<file path="config.mk">
export PLATFORM = sky130hd
export DESIGN_NAME = i2c_target_regs
export DESIGN_NICKNAME = d
export VERILOG_FILES = /design/src/rtl/i2c_pkg.sv /design/src/rtl/i2c_line_sync.sv /design/src/rtl/i2c_target_regs.sv
export SDC_FILE = /design/constraint.sdc
export NUM_CORES = 2
export LEC_CHECK = 0
export ABC_AREA = 1
export ABC_CLOCK_PERIOD_IN_PS = 3850
export CAP_MARGIN = 20
export CORE_ASPECT_RATIO = 0.7
export CORE_MARGIN = 4
export CORE_UTILIZATION = 45
export CTS_CLUSTER_SIZE = 12
export DETAILED_ROUTE_END_ITERATION = 10
export HOLD_SLACK_MARGIN = 0.03
export PLACE_DENSITY = 0.63
export SYNTH_ARGS = -nofsm -noshare
export SYNTH_HDL_FRONTEND = slang
export SYNTH_HIERARCHICAL = 1
export SYNTH_SLANG_ARGS = --single-unit
</file>
<file path="constraint.sdc">
create_clock -name clk -period 3.85 [get_ports clk]
set_input_delay 0.77 -clock clk [delete_from_list [all_inputs] [get_ports clk]]
set_output_delay 0.77 -clock clk [all_outputs]
set_load 0.02 [all_outputs]
</file>
<file path="src/rtl/i2c_pkg.sv">
// Shared types and constants for the I2C target register bank.
// The address and register constants match the ADXL-style sensor this block emulates.
package i2c_pkg;

  typedef enum logic [3:0] {
    ST_IDLE,
    ST_ADDR,
    ST_ADDR_ACK,
    ST_PTR,
    ST_PTR_ACK,
    ST_WDATA,
    ST_WDATA_ACK,
    ST_RDATA,
    ST_RDATA_ACK,
    ST_IGNORE
  } i2c_state_e;

  localparam logic RW_WRITE = 1'b0;
  localparam logic RW_READ  = 1'b1;

  localparam logic [6:0] ADXL_ADDR       = 7'h1D;
  localparam logic [7:0] REG_POWER_CTL   = 8'h2D;
  localparam logic [7:0] REG_DATA_FORMAT = 8'h31;
  localparam logic [7:0] REG_DATAX0      = 8'h32;

endpackage

</file>
<file path="src/rtl/i2c_line_sync.sv">
// Two-flop synchronizers for SCL/SDA plus registered edge and START/STOP detection.
// Every output is aligned to the same clk cycle, three clocks after the pin change.
module i2c_line_sync
  import i2c_pkg::*;
(
  input  logic clk,
  input  logic rst,
  input  logic scl_in,
  input  logic sda_in,
  output logic scl_rise,
  output logic scl_fall,
  output logic start_det,
  output logic stop_det,
  output logic sda_s
);

  logic [1:0] scl_sync_q;
  logic [1:0] sda_sync_q;
  logic       scl_prev_q;
  logic       sda_prev_q;
  logic       scl_rise_q;
  logic       scl_fall_q;
  logic       start_q;
  logic       stop_q;

  // Idle bus is high, so the synchronizers reset to 1 to avoid phantom edges.
  always_ff @(posedge clk) begin
    if (rst) begin
      scl_sync_q <= 2'b11;
      sda_sync_q <= 2'b11;
      scl_prev_q <= 1'b1;
      sda_prev_q <= 1'b1;
      scl_rise_q <= 1'b0;
      scl_fall_q <= 1'b0;
      start_q    <= 1'b0;
      stop_q     <= 1'b0;
    end else begin
      scl_sync_q <= {scl_sync_q[0], scl_in};
      sda_sync_q <= {sda_sync_q[0], sda_in};
      scl_prev_q <= scl_sync_q[1];
      sda_prev_q <= sda_sync_q[1];
      scl_rise_q <= scl_sync_q[1] & ~scl_prev_q;
      scl_fall_q <= ~scl_sync_q[1] & scl_prev_q;
      start_q    <= scl_sync_q[1] & scl_prev_q & sda_prev_q & ~sda_sync_q[1];
      stop_q     <= scl_sync_q[1] & scl_prev_q & ~sda_prev_q & sda_sync_q[1];
    end
  end

  assign scl_rise  = scl_rise_q;
  assign scl_fall  = scl_fall_q;
  assign start_det = start_q;
  assign stop_det  = stop_q;
  assign sda_s     = sda_prev_q;

endmodule

</file>
<file path="src/rtl/i2c_target_regs.sv">
// I2C target with a byte register file: pointer write, burst write, repeated-start burst read.
// Fabric can also write registers; an I2C write to the same register in the same cycle wins.
module i2c_target_regs
  import i2c_pkg::*;
#(
  parameter logic [6:0] TARGET_ADDR = ADXL_ADDR,
  parameter int         NREGS       = 64,
  localparam int        PW          = $clog2(NREGS)
) (
  input  logic          clk,
  input  logic          rst,
  input  logic          scl_in,
  input  logic          sda_in,
  output logic          sda_oe,
  input  logic          host_we,
  input  logic [PW-1:0] host_addr,
  input  logic [7:0]    host_wdata,
  output logic          i2c_wr_pulse,
  output logic [PW-1:0] i2c_wr_addr,
  output logic [7:0]    i2c_wr_data,
  output logic          busy
);

  logic scl_rise;
  logic scl_fall;
  logic start_det;
  logic stop_det;
  logic sda_s;

  i2c_line_sync u_line_sync (
    .clk       (clk),
    .rst       (rst),
    .scl_in    (scl_in),
    .sda_in    (sda_in),
    .scl_rise  (scl_rise),
    .scl_fall  (scl_fall),
    .start_det (start_det),
    .stop_det  (stop_det),
    .sda_s     (sda_s)
  );

  i2c_state_e    state_q, state_d;
  logic [3:0]    bit_cnt_q, bit_cnt_d;
  logic [7:0]    shift_q, shift_d;
  logic [7:0]    tx_q, tx_d;
  logic [PW-1:0] ptr_q, ptr_d;
  logic          rw_q, rw_d;
  logic          ack_on_q, ack_on_d;
  logic          sda_oe_q, sda_oe_d;
  logic          busy_q, busy_d;
  logic          wr_pulse_q, wr_pulse_d;
  logic [PW-1:0] wr_addr_q, wr_addr_d;
  logic [7:0]    wr_data_q, wr_data_d;

  logic [7:0] reg_file [NREGS];
  logic [7:0] rx_byte;
  logic [7:0] rd_byte;
  logic       last_bit;
  logic       addr_match;

  assign rx_byte    = {shift_q[6:0], sda_s};
  assign rd_byte    = reg_file[ptr_q];
  assign last_bit   = scl_rise && (bit_cnt_q == 4'd7);
  assign addr_match = (rx_byte[7:1] == TARGET_ADDR);

  for (genvar gi = 0; gi < NREGS; gi++) begin : g_reg
    logic [7:0] byte_q;
    always_ff @(posedge clk) begin
      if (rst) begin
        byte_q <= '0;
      end else if (wr_pulse_d && (wr_addr_d == PW'(gi))) begin
        byte_q <= wr_data_d;
      end else if (host_we && (host_addr == PW'(gi))) begin
        byte_q <= host_wdata;
      end
    end
    assign reg_file[gi] = byte_q;
  end

  always_ff @(posedge clk) begin
    if (rst) begin
      state_q <= ST_IDLE;
    end else begin
      state_q <= state_d;
    end
  end

  always_comb begin
    state_d = state_q;
    if (start_det) begin
      state_d = ST_ADDR;
    end else if (stop_det) begin
      state_d = ST_IDLE;
    end else begin
      case (state_q)
        ST_ADDR:      if (last_bit) state_d = addr_match ? ST_ADDR_ACK : ST_IGNORE;
        ST_ADDR_ACK:  if (scl_fall && ack_on_q) state_d = (rw_q == RW_READ) ? ST_RDATA : ST_PTR;
        ST_PTR:       if (last_bit) state_d = ST_PTR_ACK;
        ST_PTR_ACK,
        ST_WDATA_ACK: if (scl_fall && ack_on_q) state_d = ST_WDATA;
        ST_WDATA:     if (last_bit) state_d = ST_WDATA_ACK;
        ST_RDATA:     if (scl_fall && (bit_cnt_q == 4'd8)) state_d = ST_RDATA_ACK;
        ST_RDATA_ACK: begin
          if (scl_rise && sda_s) state_d = ST_IGNORE;
          else if (scl_fall && ack_on_q) state_d = ST_RDATA;
        end
        default: state_d = state_q;
      endcase
    end
  end

  // ack_on_q marks the second half of an ACK slot: our ACK is on the bus
  // (write side) or the master acknowledged a read byte.
  always_comb begin
    bit_cnt_d  = bit_cnt_q;
    shift_d    = shift_q;
    tx_d       = tx_q;
    ptr_d      = ptr_q;
    rw_d       = rw_q;
    ack_on_d   = ack_on_q;
    sda_oe_d   = sda_oe_q;
    busy_d     = busy_q;
    wr_pulse_d = 1'b0;
    wr_addr_d  = wr_addr_q;
    wr_data_d  = wr_data_q;
    if (start_det) begin
      bit_cnt_d = '0;
      ack_on_d  = 1'b0;
      sda_oe_d  = 1'b0;
    end else if (stop_det) begin
      bit_cnt_d = '0;
      ack_on_d  = 1'b0;
      sda_oe_d  = 1'b0;
      busy_d    = 1'b0;
    end else begin
      case (state_q)
        ST_ADDR, ST_PTR, ST_WDATA: begin
          if (scl_rise) begin
            shift_d   = rx_byte;
            bit_cnt_d = bit_cnt_q + 4'd1;
            if (last_bit) begin
              bit_cnt_d = '0;
              ack_on_d  = 1'b0;
              if (state_q == ST_ADDR && addr_match) begin
                busy_d = 1'b1;
                rw_d   = rx_byte[0];
              end
              if (state_q == ST_PTR) ptr_d = rx_byte[PW-1:0];
              if (state_q == ST_WDATA) begin
                wr_pulse_d = 1'b1;
                wr_addr_d  = ptr_q;
                wr_data_d  = rx_byte;
                ptr_d      = ptr_q + 1'b1;
              end
            end
          end
        end
        ST_ADDR_ACK, ST_PTR_ACK, ST_WDATA_ACK: begin
          if (scl_fall) begin
            if (!ack_on_q) begin
              sda_oe_d = 1'b1;
              ack_on_d = 1'b1;
            end else begin
              sda_oe_d = 1'b0;
              ack_on_d = 1'b0;
              if (state_q == ST_ADDR_ACK && rw_q == RW_READ) begin
                tx_d     = rd_byte;
                sda_oe_d = ~rd_byte[7];
              end
            end
          end
        end
        ST_RDATA: begin
          if (scl_rise) begin
            bit_cnt_d = bit_cnt_q + 4'd1;
          end else if (scl_fall) begin
            if (bit_cnt_q == 4'd8) begin
              sda_oe_d  = 1'b0;
              bit_cnt_d = '0;
            end else if (bit_cnt_q != 4'd0) begin
              tx_d     = {tx_q[6:0], 1'b0};
              sda_oe_d = ~tx_q[6];
            end
          end
        end
        ST_RDATA_ACK: begin
          if (scl_rise && !sda_s) begin
            ack_on_d = 1'b1;
            ptr_d    = ptr_q + 1'b1;
          end else if (scl_fall && ack_on_q) begin
            ack_on_d = 1'b0;
            tx_d     = rd_byte;
            sda_oe_d = ~rd_byte[7];
          end
        end
        default: sda_oe_d = 1'b0;
      endcase
    end
  end

  always_ff @(posedge clk) begin
    if (rst) begin
      bit_cnt_q  <= '0;
      shift_q    <= '0;
      tx_q       <= '0;
      ptr_q      <= '0;
      rw_q       <= RW_WRITE;
      ack_on_q   <= 1'b0;
      sda_oe_q   <= 1'b0;
      busy_q     <= 1'b0;
      wr_pulse_q <= 1'b0;
      wr_addr_q  <= '0;
      wr_data_q  <= '0;
    end else begin
      bit_cnt_q  <= bit_cnt_d;
      shift_q    <= shift_d;
      tx_q       <= tx_d;
      ptr_q      <= ptr_d;
      rw_q       <= rw_d;
      ack_on_q   <= ack_on_d;
      sda_oe_q   <= sda_oe_d;
      busy_q     <= busy_d;
      wr_pulse_q <= wr_pulse_d;
      wr_addr_q  <= wr_addr_d;
      wr_data_q  <= wr_data_d;
    end
  end

  assign sda_oe       = sda_oe_q;
  assign busy         = busy_q;
  assign i2c_wr_pulse = wr_pulse_q;
  assign i2c_wr_addr  = wr_addr_q;
  assign i2c_wr_data  = wr_data_q;

endmodule

</file>
* Word level (Yosys, flattened, before mapping)
Cells that the tools add are included.
** Operators by class
- Add/subtract/negate cells :: 2
- $lt $le $gt $ge :: 1
- Equal/unequal tests :: 168
- Mux-type cells :: 206
- Bitwise logic cells :: 17
- Reductions and logical operators :: 227
** Operator list (count)
- $mux 8 :: 136
- $eq 6x6->1 const B :: 64
- $eq 6x5->1 const B :: 32
- $reduce_bool 2->1 :: 70
- $logic_and 1x1->1 :: 135
- $eq 6x4->1 const B :: 16
- $mux 6 :: 11
- $mux 7 :: 9
- $mux 4 :: 14
- $bmux 8 s6 :: 1
- $eq 6x3->1 const B :: 8
- $ne 2x2->1 const B :: 15
- $mux 1 :: 28
- $pmux 4 s7 :: 1
- $eq 6x2->1 const B :: 4
- $ne 4x2->1 const B :: 6
- $pmux 7 s3 :: 1
- $eq 4x3->1 const B :: 5
- $reduce_and 8->1 :: 2
- $reduce_and 7->1 :: 2
- $eq 6x1->1 const B :: 2
- $logic_not 6->1 :: 2
- $ne 3x3->1 const B :: 4
- $pmux 6 s2 :: 1
- other kinds (29) :: 52
** Word-level totals
- Flip-flop bits (word level) :: 569
- Bits of input ports :: 19
- Output and inout bits :: 17
- Word-level logic and storage cells :: 706

* Logic depth before layout (Yosys ltp)
- Depth in word-level cells :: 10
- Depth in mapped cells :: 16
- Mapped depth without buffers :: 14

* Hierarchy
The synthesis kept the hierarchy.
** Modules (own cells, without submodules)
- i2c_target_regs :: instances 1, cells an instance 6531, area each 36396.2 sq um
- i2c_line_sync :: instances 1, cells an instance 28, area each 281.5 sq um

* Worst setup path after synthesis
No wires, ideal clock.
- Path type :: reg2reg
- From :: reg bit_cnt_q[0]
- To :: reg g_reg[33].byte_q[7]
- Arrival :: 2.268 ns
- Setup slack :: 1.454 ns
- Stages on the path, launching flop included :: 15
- Buffers on the path :: 2
- Period minus slack after synthesis :: 2.396 ns
- Cells stage by stage :: dfxtp_1 ha_1 nand4_1 nor2_4 nand2_2 buf_2 nand2_1 nand2_2 nor2_8 buf_6 nand3_2 nand2_2 nor2_1 nor2_1 nor2_1
** Between the ends
- Cells in the longest elaborated chain, start to end :: 10
** Ends and longest elaborated chain
- start, declared :: line i2c_target_regs.sv:43 : logic [3:0] bit_cnt_q, bit_cnt_d;
- start signal, assigned :: line i2c_target_regs.sv:215 : bit_cnt_q <= bit_cnt_d;
- $eq 4x3->1 * :: line i2c_target_regs.sv:63 : assign last_bit = scl_rise && (bit_cnt_q == 4'd7);
- $logic_and 1x1->1 * :: line i2c_target_regs.sv:63
- $mux 6 :: line i2c_target_regs.sv:141 : if (last_bit) begin
- $mux 6 :: line i2c_target_regs.sv:138 : if (scl_rise) begin
- $mux 6 :: line i2c_target_regs.sv:136 : case (state_q)
- $mux 6 :: line i2c_target_regs.sv:130 : end else if (stop_det) begin
- $mux 6 :: line i2c_target_regs.sv:126 : if (start_det) begin
- $eq 6x6->1 :: line i2c_target_regs.sv:71 : end else if (wr_pulse_d && (wr_addr_d == PW'(gi))) begin
- $logic_and 1x1->1 :: line i2c_target_regs.sv:71
- $mux 8 / $reduce_bool 2->1 (equally long branches)
- end signal, assigned :: line i2c_target_regs.sv:72 : byte_q <= wr_data_d;
- end signal, assigned :: line i2c_target_regs.sv:74 : byte_q <= host_wdata;
- end, declared :: line i2c_target_regs.sv:67 : logic [7:0] byte_q;
Mark *: on every way between the ends. The rest lies on a longest branch, timed or not.
A chain may end at the register's enable or synchronous reset.

* Worst setup path after layout
- From :: reg bit_cnt_q[0]
- To :: reg g_reg[56].byte_q[5]
** Between the ends
- Cells in the longest elaborated chain, start to end :: 10
** Ends and longest elaborated chain (line)
- $eq 4x3->1 * :: i2c_target_regs.sv:63
- $logic_and 1x1->1 * :: i2c_target_regs.sv:63
- $mux 6 :: i2c_target_regs.sv:141
- $mux 6 :: i2c_target_regs.sv:138
- $mux 6 :: i2c_target_regs.sv:136
- $mux 6 :: i2c_target_regs.sv:130
- $mux 6 :: i2c_target_regs.sv:126
- $eq 6x6->1 :: i2c_target_regs.sv:71
- $logic_and 1x1->1 :: i2c_target_regs.sv:71
- $mux 8 / $reduce_bool 2->1 (equally long branches)
- end signal, assigned :: i2c_target_regs.sv:72
- end signal, assigned :: i2c_target_regs.sv:74
- end, declared :: i2c_target_regs.sv:67
Marks and branches as above.

==> results.md <==
* Synthesized area at 36700 sq um
* CP startpoint kind: flop
* CP endpoint kind: flop
* Final setup vio count at 0
* Routed Wire Length at 150 mm
* Min cycle time layout at 3.60 ns
* Setup TNS at 0 ns
* Share of layout cells above drive strength 1 at 5.86%
* Crit path kind: reg2reg
* Post-CTS setup buffers at 0
* Antenna violations before repair at 1
* Pwr Density at 444 nW/um^2
* Drt first-iter violations at 6177
* CTS H-tree depth at 3
* Avg Cell Area, Syn at 5.59 sq um
* Num Clock Sinks at 569
* Post-cts sizing count at 0
* Bufs and invs on worst path at 2
* Slowest cell delay on critical path at 0.52 ns
* Commonest non-fill, non-tap cell in the layout: nor2_1
* GRT overflow at 0
* Core area at 80700 sq um
* Clock root buffer: clkbuf_16
* Cell Count, Final, Fillers Out at 7482
* Die ar. at 86200 sq um
* Cell variety after synth at 37
* FFs w/ async S/R, synth at 0%
* Area growth syn-to-layout at 9.98%
* Initial core utilization at 45.5%
* DR pass1 iterations at 6
* Max_cap viols at 0
* CTS tree: done
* Vias/cell at 5.54
* Crit path max-delay family: simple AND/OR/NAND/NOR gates
* Post-Syn Nets at 6581
* Clock buffer depth at 3
* Seq/Total Area, Yosys at 31.1%
* Clock-pin slew on the worst setup and hold paths at 0.06 ns
* Nets at 6391
* Largest net degree at the start of global routing at 147
* Vias in the first global route at 35500
* Routed Antenna Nets at 0
* Drt drc at 0
* Total power at 17.9 mW
* RSZ-0062 raised after global routing: no
* Number of I/O pins at 36
* CTS Hold Bufs at 0
* Number of synthesized flops with an enable pin at 0
* Port bufs at 35
* Slew Viols, Final at 0
* Status: finished, final reports clean
* First-pass GRT wire length at 224 mm
* Largest fanout on the critical path at 16
* CTS Buf Count at 66
* Synth warnings at 6
* Placed insts at 7369
* Num rows at 87
* Worst Max-Slew Pin Slew at 1.02 ns
* #FFs+latches synth at 569
* Final Hold Fails at 0
* Relative slew margins at 31.8%
* Hold WC Path Type: reg2reg
* RePlAce Congestion at 0.959
* Worst skew pair latency at 0.65 ns
* P_leak at 18.0 nW
* Die height at 247 um
* CP arrival at 4.07 ns
* Mapped Cells at 6559
* Post-detail-place hpwl at 90.9 mm
* CP max-delay cell: inv_2
* Fmax at 278 MHz
* Die W at 349 um
* Drt wl/cell at 20.0 um
* Most frequent cells in the layout: nor2_1 (2037), nand2_1 (1590), inv_1 (601), dfxtp_1 (567), nand3_1 (540)
* Final period util at 93.4%
* Worst path required time at 4.33 ns
* Total track usage at 33.6%
* Post-synth top flop: dfxtp_1
* Max VDD drop at 446 uV
* Post-Route Skew at 0.0387 ns
* Critical path cell sequence: ha_1 > nand4_1 > inv_1 > nand4_1 > nand2_1 > nand2_1 > inv_2 > nand3_1 > nand2_1 > nor2_1 > nor2_1 > nor2_1
* Via count at 41400
## worst paths after layout
path / endpoint / slack, ns / cells past startpoint / start
max reg2reg: g_reg[56].byte_q[5] / 0.25 / 12 / bit_cnt_q[0]
min reg2reg: u_line_sync/scl_sync_q[1] / 0.41 / 1 / u_line_sync/scl_sync_q[0]
min: u_line_sync/scl_sync_q[1] / 0.41 / 1 / u_line_sync/scl_sync_q[0]
max: g_reg[56].byte_q[5] / 0.25 / 12 / bit_cnt_q[0]
## logic make-up after synthesis
group / synth area share [%]
flip-flops: 31.1
buffers and inverters: 11.4
adder cells (fa/ha/maj): 0.102
AO/OA/AOI/OAI: 6.07
AND/OR/NAND/NOR: 51.3
XOR/XNOR: 0.0955
## cell usage after synthesis (all sizes together) (2+ instances only)
cell | instances | area (sq um)
xor2 | 4 | 35.0
o21ai | 155 | 776
clkinv | 2 | 7.51
buf | 159 | 827
a21oi | 157 | 786
inv | 615 | 2310
nand3 | 591 | 3220
nand2 | 1622 | 6170
a31oi | 4 | 25.0
nor3 | 13 | 76.3
ha | 3 | 37.5
nor2 | 2056 | 7780
clkbuf | 273 | 1020
dfxtp | 569 | 11400
nand4 | 237 | 1480
o211ai | 79 | 593
a211oi | 2 | 15.0
or2 | 12 | 75.1
## final cells by class
class                      count  area, sq um
inverter                     617         2330
sequential                   569        11400
tap                         1068         1340
timing repair buffer         174         1900
fill                        8630        40300
clock inverter                10         53.8
clock buffer                 102         2040
antenna                        1         2.50
multi-input combinational   4941        21300
## metal layers
metal / global-route usage (%) / up-vias / wire length [um] / share of wire, %
li1: - / 20000 / - / -
met1: 50.2 / 18600 / 65900 / 44
met2: 45.0 / 2427 / 57500 / 38
met3: 10.3 / 335 / 20900 / 14
met4: 11.5 / 2 / 5330 / 3.6
met5: 0 / - / 12 / 0.0080
## state kept, by name (all words and copies together), names as in the netlist, 4 cells and up
register and count:
ptr_q 6, g.byte_q 512, state_q 4, tx_q 7
i2c_wr_addr 6, shift_q 7, bit_cnt_q 4, i2c_wr_data 8
## power breakdown
group,total [mW],switching [mW],leakage (nW),internal (mW)
clock network,6.38,2.74,1.04,3.64
logic,5.45,4.14,12.4,1.31
registers,6.09,0.114,4.59,5.98
## stage by stage
stage / utilization, % / setup slack, ns / hold WS [ns] / instance area, sq um
2_1_floorplan: - / 1.45 / 0.383 / 36700
3_3_place_gp: 47.4 / 0.431 / 0.399 / 38200
3_5_place_dp: 47.4 / 0.402 / 0.405 / 38200
4_1_cts: 50.0 / 0.450 / 0.417 / 40300
5_1_grt: 50.0 / 0.0738 / 0.446 / 40300
6_report: 50.0 / 0.253 / 0.411 / 40300
## worst reg2reg max path: stages, from the launching register on
cell	delay, ns
dfxtp_1	0.39
ha_1	0.21
nand4_1	0.29
inv_1	0.20
nand4_1	0.20
nand2_1	0.30
nand2_1	0.32
inv_2	0.53
nand3_1	0.42
nand2_1	0.38
nor2_1	0.07
nor2_1	0.09
nor2_1	0.04
No activity file was read; power rests on OpenSTA's default activity.
